### src/rtl/uart_pkg.sv
// UART shared definitions: receiver states, word-length codes
// and LCR bit positions common to the receiver and transmitter.
package uart_pkg;

  typedef enum logic [2:0] {
    RX_IDLE,
    RX_START,
    RX_DATA,
    RX_PARITY,
    RX_STOP
  } rx_state_e;

  localparam logic [1:0] WLS_5 = 2'b00;
  localparam logic [1:0] WLS_6 = 2'b01;
  localparam logic [1:0] WLS_7 = 2'b10;
  localparam logic [1:0] WLS_8 = 2'b11;

  localparam int unsigned LCR_WLS_LO = 0;
  localparam int unsigned LCR_WLS_HI = 1;
  localparam int unsigned LCR_STB    = 2;
  localparam int unsigned LCR_PEN    = 3;
  localparam int unsigned LCR_EPS    = 4;
  localparam int unsigned LCR_SP     = 5;
  localparam int unsigned LCR_BC     = 6;

  // Bits arrive LSB first into the top of the shifter.
  function automatic logic [7:0] rx_align(
    input logic [7:0] sr,
    input logic [1:0] wls
  );
    logic [7:0] r;
    r = sr;
    unique case (wls)
      WLS_5: r = {3'b000, sr[7:3]};
      WLS_6: r = {2'b00, sr[7:2]};
      WLS_7: r = {1'b0, sr[7:1]};
      WLS_8: r = sr;
    endcase
    return r;
  endfunction

endpackage

### src/rtl/uart_rx_if.sv
// Receive-side byte handshake between uart_rx and the RX FIFO.
interface uart_rx_if;

  logic [7:0] rx_data_o;
  logic       rx_valid_o;
  logic       rx_ready_i;
  logic       perr_o;
  logic       ferr_o;
  logic       brk_o;
  logic       overrun_o;

  modport master (
    output rx_data_o,
    output rx_valid_o,
    output perr_o,
    output ferr_o,
    output brk_o,
    output overrun_o,
    input  rx_ready_i
  );

  modport slave (
    input  rx_data_o,
    input  rx_valid_o,
    input  perr_o,
    input  ferr_o,
    input  brk_o,
    input  overrun_o,
    output rx_ready_i
  );

endinterface

### src/rtl/uart_sync2.sv
// Two-flop synchronizer for asynchronous single-bit inputs.
module uart_sync2 #(
  parameter bit RESET_VAL = 1'b1
) (
  input  logic clk,
  input  logic rst,
  input  logic d_i,
  output logic q_o
);

  logic s1_q;
  logic s2_q;

  always_ff @(posedge clk) begin
    if (rst) begin
      s1_q <= RESET_VAL;
      s2_q <= RESET_VAL;
    end else begin
      s1_q <= d_i;
      s2_q <= s1_q;
    end
  end

  assign q_o = s2_q;

endmodule

### src/rtl/uart_rx.sv
// UART receiver: oversampled start/data/parity/stop framing
// with a single-entry valid/ready output holding register.
module uart_rx
  import uart_pkg::*;
#(
  parameter int OVERSAMPLE = 16
) (
  input  logic       clk,
  input  logic       rst,
  input  logic       baud_tick_i,
  input  logic       rx_i,
  input  logic [1:0] wls_i,
  input  logic       pen_i,
  input  logic       eps_i,
  output logic       busy_o,
  uart_rx_if.master  out_if
);

  localparam int CW = $clog2(OVERSAMPLE);
  localparam logic [CW-1:0] FULL = CW'(OVERSAMPLE - 1);
  localparam logic [CW-1:0] HALF = CW'(OVERSAMPLE / 2 - 1);

  logic            line;
  rx_state_e       state_q;
  logic [CW-1:0]   cnt_q;
  logic [2:0]      bit_q;
  logic [7:0]      shift_q;
  logic [1:0]      wls_q;
  logic            pen_q;
  logic            eps_q;
  logic            par_q;
  logic            perr_q;

  logic [7:0]      data_q;
  logic            vld_q;
  logic            operr_q;
  logic            oferr_q;
  logic            obrk_q;
  logic            ovr_q;

  logic [7:0]      frame_data;
  logic            stop_hit;
  logic            frame_brk;

  uart_sync2 #(.RESET_VAL(1'b1)) u_sync (
    .clk (clk),
    .rst (rst),
    .d_i (rx_i),
    .q_o (line)
  );

  assign frame_data = rx_align(shift_q, wls_q);
  assign stop_hit   = baud_tick_i && (state_q == RX_STOP)
                    && (cnt_q == FULL);
  assign frame_brk  = (frame_data == 8'h00)
                    && !(pen_q && par_q) && !line;

  always_ff @(posedge clk) begin
    if (rst) begin
      state_q <= RX_IDLE;
      cnt_q   <= '0;
      bit_q   <= '0;
      shift_q <= '0;
      wls_q   <= WLS_5;
      pen_q   <= 1'b0;
      eps_q   <= 1'b0;
      par_q   <= 1'b0;
      perr_q  <= 1'b0;
    end else if (baud_tick_i) begin
      unique case (state_q)
        RX_IDLE: begin
          if (!line) begin
            state_q <= RX_START;
            cnt_q   <= '0;
            shift_q <= '0;
            wls_q   <= wls_i;
            pen_q   <= pen_i;
            eps_q   <= eps_i;
          end
        end
        RX_START: begin
          if (cnt_q == HALF) begin
            cnt_q   <= '0;
            bit_q   <= '0;
            state_q <= line ? RX_IDLE : RX_DATA;
          end else begin
            cnt_q <= cnt_q + 1'b1;
          end
        end
        RX_DATA: begin
          if (cnt_q == FULL) begin
            cnt_q   <= '0;
            shift_q <= {line, shift_q[7:1]};
            // Last bit index is 4 + wls for 5..8 bit words.
            if (bit_q == {1'b1, wls_q}) begin
              state_q <= pen_q ? RX_PARITY : RX_STOP;
            end else begin
              bit_q <= bit_q + 1'b1;
            end
          end else begin
            cnt_q <= cnt_q + 1'b1;
          end
        end
        RX_PARITY: begin
          if (cnt_q == FULL) begin
            cnt_q   <= '0;
            par_q   <= line;
            perr_q  <= (^shift_q) ^ line ^ !eps_q;
            state_q <= RX_STOP;
          end else begin
            cnt_q <= cnt_q + 1'b1;
          end
        end
        RX_STOP: begin
          if (cnt_q == FULL) begin
            cnt_q   <= '0;
            state_q <= RX_IDLE;
          end else begin
            cnt_q <= cnt_q + 1'b1;
          end
        end
        default: state_q <= RX_IDLE;
      endcase
    end
  end

  always_ff @(posedge clk) begin
    if (rst) begin
      data_q  <= '0;
      vld_q   <= 1'b0;
      operr_q <= 1'b0;
      oferr_q <= 1'b0;
      obrk_q  <= 1'b0;
      ovr_q   <= 1'b0;
    end else begin
      ovr_q <= 1'b0;
      if (stop_hit) begin
        if (vld_q && !out_if.rx_ready_i) begin
          ovr_q <= 1'b1;
        end else begin
          data_q  <= frame_data;
          operr_q <= pen_q & perr_q;
          oferr_q <= !line;
          obrk_q  <= frame_brk;
          vld_q   <= 1'b1;
        end
      end else if (vld_q && out_if.rx_ready_i) begin
        vld_q <= 1'b0;
      end
    end
  end

  assign busy_o            = (state_q != RX_IDLE);
  assign out_if.rx_data_o  = data_q;
  assign out_if.rx_valid_o = vld_q;
  assign out_if.perr_o     = operr_q;
  assign out_if.ferr_o     = oferr_q;
  assign out_if.brk_o      = obrk_q;
  assign out_if.overrun_o  = ovr_q;

endmodule

### src/flat_wrapper.sv
// flat-port wrapper written by rule: the top's interface ports become plain ports
module uart_rx_flat import uart_pkg::*;
#(
  parameter int OVERSAMPLE = 16
)
  (clk, rst, baud_tick_i, rx_i, wls_i, pen_i, eps_i, busy_o, out_if_rx_data_o, out_if_rx_valid_o, out_if_perr_o, out_if_ferr_o, out_if_brk_o, out_if_overrun_o, out_if_rx_ready_i);
  uart_rx_if out_if_i ();
  input  logic clk;
  input  logic rst;
  input  logic baud_tick_i;
  input  logic rx_i;
  input  logic [1:0] wls_i;
  input  logic pen_i;
  input  logic eps_i;
  output logic busy_o;
  output wire logic [$bits(out_if_i.rx_data_o)-1:0] out_if_rx_data_o;
  output wire logic [$bits(out_if_i.rx_valid_o)-1:0] out_if_rx_valid_o;
  output wire logic [$bits(out_if_i.perr_o)-1:0] out_if_perr_o;
  output wire logic [$bits(out_if_i.ferr_o)-1:0] out_if_ferr_o;
  output wire logic [$bits(out_if_i.brk_o)-1:0] out_if_brk_o;
  output wire logic [$bits(out_if_i.overrun_o)-1:0] out_if_overrun_o;
  input wire logic [$bits(out_if_i.rx_ready_i)-1:0] out_if_rx_ready_i;
  assign out_if_rx_data_o = out_if_i.rx_data_o;
  assign out_if_rx_valid_o = out_if_i.rx_valid_o;
  assign out_if_perr_o = out_if_i.perr_o;
  assign out_if_ferr_o = out_if_i.ferr_o;
  assign out_if_brk_o = out_if_i.brk_o;
  assign out_if_overrun_o = out_if_i.overrun_o;
  assign out_if_i.rx_ready_i = out_if_rx_ready_i;
  uart_rx #(.OVERSAMPLE(OVERSAMPLE)) u_core (.clk(clk), .rst(rst), .baud_tick_i(baud_tick_i), .rx_i(rx_i), .wls_i(wls_i), .pen_i(pen_i), .eps_i(eps_i), .busy_o(busy_o), .out_if(out_if_i));
endmodule
### config.mk
export PLATFORM = sky130hd
export DESIGN_NAME = uart_rx_flat
export DESIGN_NICKNAME = d
export VERILOG_FILES = /design/src/rtl/uart_pkg.sv /design/src/rtl/uart_rx_if.sv /design/src/rtl/uart_sync2.sv /design/src/rtl/uart_rx.sv /design/src/flat_wrapper.sv
export SDC_FILE = /design/constraint.sdc
export NUM_CORES = 1
export LEC_CHECK = 0
export CAP_MARGIN = 20
export CELL_PAD_IN_SITES_DETAIL_PLACEMENT = 1
export CELL_PAD_IN_SITES_GLOBAL_PLACEMENT = 2
export CORE_UTILIZATION = 37
export DETAILED_ROUTE_END_ITERATION = 7
export MAX_ROUTING_LAYER = met4
export PLACE_DENSITY_LB_ADDON = 0.25
export SYNTH_ARGS = -nofsm -noshare
export SYNTH_HDL_FRONTEND = slang
export SYNTH_HIERARCHICAL = 1
export SYNTH_SLANG_ARGS = --single-unit
### constraint.sdc
create_clock -name clk -period 4.3 [get_ports clk]
set_clock_uncertainty 0.05 [all_clocks]
set_input_delay 0.645 -clock clk [delete_from_list [all_inputs] [get_ports clk]]
set_output_delay 0.645 -clock clk [all_outputs]
set_load 0.05 [all_outputs]
After elaboration in Yosys (flattened, before gate mapping)
Index checks and enable logic that the tools add are counted.

cells by class
  equal/unequal tests = 18
  multiplexer cells = 25
  add/sub/neg operators = 2
  bitwise gates (word level) = 6
  reduce and logical (&&, ||, !) cells = 30

operators with widths
  cell                   count
  $pmux W8 S4            1
  $mux W3                10
  $mux W8                2
  $pmux W8 S2            1
  $pmux W3 S5            1
  $mux W4                3
  $pmux W4 S3            1
  $reduce_and A3 Y1      3
  $logic_not A8 Y1       1
  $ne A2 B1 Y1 const B   4
  $ne A2 B2 Y1 const B   4
  $reduce_xor A8 Y1      1
  $logic_and A1 B1 Y1    7
  $reduce_and A7 Y1      1
  $eq A3 B2 Y1 const B   2
  $pmux W3 S2            1
  $reduce_bool A2 Y1     3
  $reduce_bool A3 Y1     2
  $reduce_and A5 Y1      1
  $add A4 B1 Y4 const B  1
  $eq A2 B2 Y1 const B   2
  $eq A4 B3 Y1 const B   1
  $eq A4 B4 Y1 const B   1
  $logic_not A1 Y1       4
  other kinds (16)       23

storage, ports and cells
  output and inout bits = 14
  bits in registers = 39
  word-level logic and storage cells = 98

Longest topological paths before layout
  depth in word-level cells = 5
  gate-level depth with buffers = 6
  depth with buffers taken out = 5

Hierarchy
Netlist, hierarchy kept.

by module, submodules not included
  module      cells each  area each (µm²)  instances
  uart_rx     225         2008.2           1
  uart_sync2  4           52.6             1

Least setup slack after synthesis
Ideal clock, no wire load.

  kind = register to register
  start point = reg u_core.cnt_q[0]
  end point = reg u_core.perr_q
  setup slack = 2494 ps
  stages on the path, launching flop included = 6
  arrival = 1696 ps
  setup time = 59 ps
  cell sequence = dfxtp_1 ha_1 nand3_1 or4_1 nor4_1 a221o_1

between the ends
  cells in the longest elaborated chain, start to end = 2

RTL lines
  element                             line            text
  start, declared                     uart_rx.sv:25   logic [CW-1:0] cnt_q;
  start signal, assigned              uart_rx.sv:87   cnt_q <= cnt_q + 1'b1;
  start signal, assigned              uart_rx.sv:101  cnt_q <= cnt_q + 1'b1;
  start signal, assigned              uart_rx.sv:111  cnt_q <= cnt_q + 1'b1;
  $eq A4 B4 Y1                        uart_rx.sv:105  if (cnt_q == FULL) begin
  $reduce_and A3 Y1 (no source line)  --
  end signal, assigned                uart_rx.sv:108  perr_q <= (^shift_q) ^ line ^ !eps_q;
  end, declared                       uart_rx.sv:32   logic perr_q;

No other way between the ends.
A chain may end at the register's enable or synchronous reset.

Final worst setup path
  start point = reg u_core.state_q[0]
  end point = out busy_o

between the ends
  cells in the longest elaborated chain, start to end = 1

RTL lines
  element                 line                text
  start, declared         uart_rx.sv:24       rx_state_e state_q;
  start signal, assigned  uart_rx.sv:85       state_q <= line ? RX_IDLE : RX_DATA;
  start signal, assigned  uart_rx.sv:96       state_q <= pen_q ? RX_PARITY : RX_STOP;
  $reduce_bool A3 Y1      uart_rx.sv:153      assign busy_o = (state_q != RX_IDLE);
  end, declared           flat_wrapper.sv:15  output logic busy_o;

No other way between the ends.

==> impl.org <==
** Run status
- The flow ran to the end, and the final reports show no timing, DRC or antenna violations.

** GRT
- Global routing used 26.3% of the available met2 tracks.
- Across every metal layer, demand over resource in global routing totals 18.1%.
- Entering global routing, the biggest net connects 31 pins.
- Met3 layer usage reported by global route :: 4.31%
- Busiest layer in global routing :: met2
- Vias in the first global route :: 1625
- Global routing finished with a remaining overflow of 0.
- The number of antenna violations at the first check in global routing came to 0.
- Met1 usage in global routing :: 24.7%
- The first global-routing pass estimated 8140 um of wire.

** Critical path
- Critical Path Start Type :: flip-flop
- Critical path arrival :: 2.04 ns
- Crit. Startpoint :: u_core/state_q[0]
- Crit Path Max Fanout :: 17
- Reg2reg path depth :: 4
- In this run the critical register-to-register path is launched from u_core/state_q[0].
- Flop-to-flop setup slack :: 2.04 ns
- Req. time, crit path :: 3.61 ns
- Sort of element at the end of the critical path :: primary output
- The most critical setup path has its endpoint at busy_o.
- The worst setup path is of the flip-flop to primary output kind.
- Endpoint of the worst-slack reg-to-reg timing path :: u_core/bit_q[0]

** CTS
- Deepest clock path buffer count :: 2
- After clock tree synthesis, the setup repair step added 0 buffers.
- Sinks on Clock Net :: 39
- H-tree depth reported by CTS :: 2
- Clock insertion delay at the later pin of the skew report :: 0.29 ns
- CTS Root Buffer Type :: clkbuf_8
- Clock edge transition at the registers on the reported setup and hold paths :: 0.07 ns
- TritonCTS built the clock tree.
- TritonCTS Buffers :: 5
- Hold Buf Count CTS :: 0
- After clock tree synthesis, the repair step resized 0 gates.

** Floorplanning
- X dimension of the die :: 76.6 um
- Die height :: 76.6 um
- Number of standard-cell rows in the floorplan :: 26
- The total area inside the core boundary comes to 5240 um2.
- Effective utilization at floorplan :: 39.3%
- Die area :: 5870 um2
- I/O pin total :: 23

** Synthesis
- Share of synthesized area occupied by flip-flops and latches :: 37.9%
- After synthesis, the largest area contributor takes up 37.9% of total cell area.
- The synthesized netlist occupies a cell area of 2060 um2.
- Nets in the synthesized netlist :: 240
- Ranked by total cell area, the synthesized netlist is headed by dfxtp_1 38%, a21oi_1 5.8%, mux4_2 5.5%.
- The largest total area in the synthesized netlist belongs to dfxtp_1.
- Count of cell types in the netlist :: 47
- Post-synthesis average cell area :: 9.00 um2
- Number of synthesized flops with an enable pin :: 0
- Yosys warning total :: 6
- Counting flops and latches in the post-synthesis netlist gives 39.
- Synthesis produced 229 cells.
- For this run, the leading register cell type out of synthesis is dfxtp_1.
- Fraction of registers with async set or reset after synthesis :: 0%

** Cells and area
- 0 antenna diodes ended up in the layout.
- The area growth from synthesis to layout is 16.7%.
- Final Net Count :: 257
- Layout Utilization :: 45.9%
- Fraction of layout cells with a size suffix above 1 :: 8.54%

** Timing
- Hold Slack :: 0.373 ns
- Tcrit/Tclk final :: 63.6%
- Final-report max-slew violation count :: 0
- Setup repair after global routing left no endpoint under its margin.
- For this run, the top clock speed supported by timing is 366 MHz.
- The number of hold violations in the final report is 0.
- Final critical delay including setup and external delays :: 2.73 ns
- In this run the tightest slew margin relative to its limit is 58.2%.
- At the pin with the least slew margin, the transition time is 0.620 ns.
- Final sum of negative setup slack :: 0 ns
- Setup violations remaining at the end of the flow were counted as 0.
- Crit path setup slack, layout :: 1.57 ns

** Route
- Routed via count divided by cell count :: 5.53
- Number of detailed-routing iterations run before antenna repair :: 4
- First DRT Iteration DRCs :: 83
- Dividing the detail-routed wire length by the instance count gives 15.2 um.
- Final Routed Wirelength :: 4800 um
- DRC violations left :: 0
- In this run the remaining antenna-violating nets after routing total 0.
- Vias :: 1746

** Hold path
- HP Start :: u_core/u_sync/s1_q
- The tightest min-delay check is of the flip-flop to flip-flop type.

** Power
- Peak ir drop on the vdd network :: 129 uV
- Power per Cell Area :: 278 nW/um2
- Lkg Pwr :: 0.822 nW

** Placed design
- Prior to clock tree synthesis, the placed netlist has a worst setup slack of 1.83 ns.
- Buffers placed on the I/O ports in this run total 22.
- At the end of routability-driven placement, the weighted congestion stood at 0.727.
- Summed over all nets, the half-perimeter wirelength after detailed placement is 3320 um.

** Flow run
- Max_cap viols :: 0
sequential cells by signal, indices dropped and copies added (netlist names), 2 cells and up:
| signal | flops |
|---|---|
| u_core/cnt_q | 4 |
| u_core/shift_q | 8 |
| u_core/state_q | 3 |
| u_core/out_if.rx_data_o | 8 |
| u_core/bit_q | 3 |
| u_core/wls_q | 2 |
Yosys cell counts (all sizes together), types with 2 or more instances:
cell type,n
a221oi,2
o211ai,2
a211oi,4
o21ai,5
a41oi,2
dfxtp,39
buf,6
mux2i,6
nor2,10
xnor2,7
nor3,4
or4,6
nand3,15
ha,2
nor4,2
a21oi,24
clkbuf,8
or3,2
mux4,5
nor3b,5
a31oi,2
nor2b,4
and4b,2
or2,2
nand2,26
a221o,2
nand2b,4
inv,4
mux2,3
nand4b,2
and3,2
a21o,3
nand4,5
layer usage:
layer / up-vias / share of wire, %
met5: - / 0
met2: 24 / 44
met4: 0 / 1.1
li1: 882 / -
met3: 5 / 1.9
met1: 835 / 53
stage by stage:
step	instance area, um2	instances	power, mW
detailed placement	2320	309	0.425
global route	2400	316	0.703
floorplan	2060	229	0.407
CTS	2400	316	0.683
global placement	2320	309	0.425
finish	2400	316	0.669
power breakdown:
group | leakage, nW | internal [mW] | total [mW] | switching (mW)
clock | 0.0470 | 0.126 | 0.252 | 0.126
sequential | 0.315 | 0.363 | 0.371 | 0.00783
combinational | 0.461 | 0.0211 | 0.0452 | 0.0241
kinds of logic (layout without fill, tap and decap cells):
group | after synthesis | after routing | share of synthesized area (%)
multiplexers | 14 | 14 | 10.0
buffers and inverters | 18 | 35 | 3.95
adder cells (fa/ha/maj) | 2 | 2 | 1.21
flip-flops | 39 | 39 | 37.9
AO/OA/AOI/OAI | 50 | 50 | 16.3
XOR/XNOR | 9 | 9 | 4.49
AND/OR/NAND/NOR | 97 | 97 | 26.2
how the worst min path moves through the flow:
| stage | to | slack [ns] | cells after the start |
|---|---|---|---|
| 6_report | u_core/u_sync/q_o | 0.37 | 1 |
| 5_1_grt | u_core/u_sync/q_o | 0.43 | 1 |
| 4_1_cts | u_core/u_sync/q_o | 0.38 | 1 |
| 3_5_place_dp | u_core/u_sync/q_o | 0.36 | 1 |
| 3_3_place_gp | u_core/u_sync/q_o | 0.37 | 1 |
| 2_1_floorplan | u_core/u_sync/q_o | 0.33 | 1 |
critical path: stages (launching register included):
cell	delay, ns
dfxtp_1	0.69
or3_1	0.25
clkdlybuf4s50_1	0.81
final cells by class:
| type | count | area (um2) |
|---|---|---|
| sequential | 39 | 781 |
| tap | 70 | 87.6 |
| fill | 606 | 2830 |
| inverter | 4 | 15.0 |
| clock buffer | 6 | 82.6 |
| timing repair buffer | 24 | 235 |
| clock inverter | 1 | 5.00 |
| multi-input combinational | 172 | 1200 |
cells in the final DEF, fill, tap and decap left out, types with 3 or more instances in the layout:
master,instances
mux4_2,5
or4_1,6
nand2b_1,4
a21oi_1,24
nand2_1,26
nor2b_1,4
nor3_1,4
dfxtp_1,39
a211oi_1,4
nor2_1,10
mux2_2,3
nor3b_1,4
clkdlybuf4s50_1,22
inv_1,4
clkbuf_8,6
nand4_1,5
a21o_1,3
xnor2_1,7
o21ai_0,5
mux2i_1,6
nand3_1,15
Power figures use the tool's default switching activity.
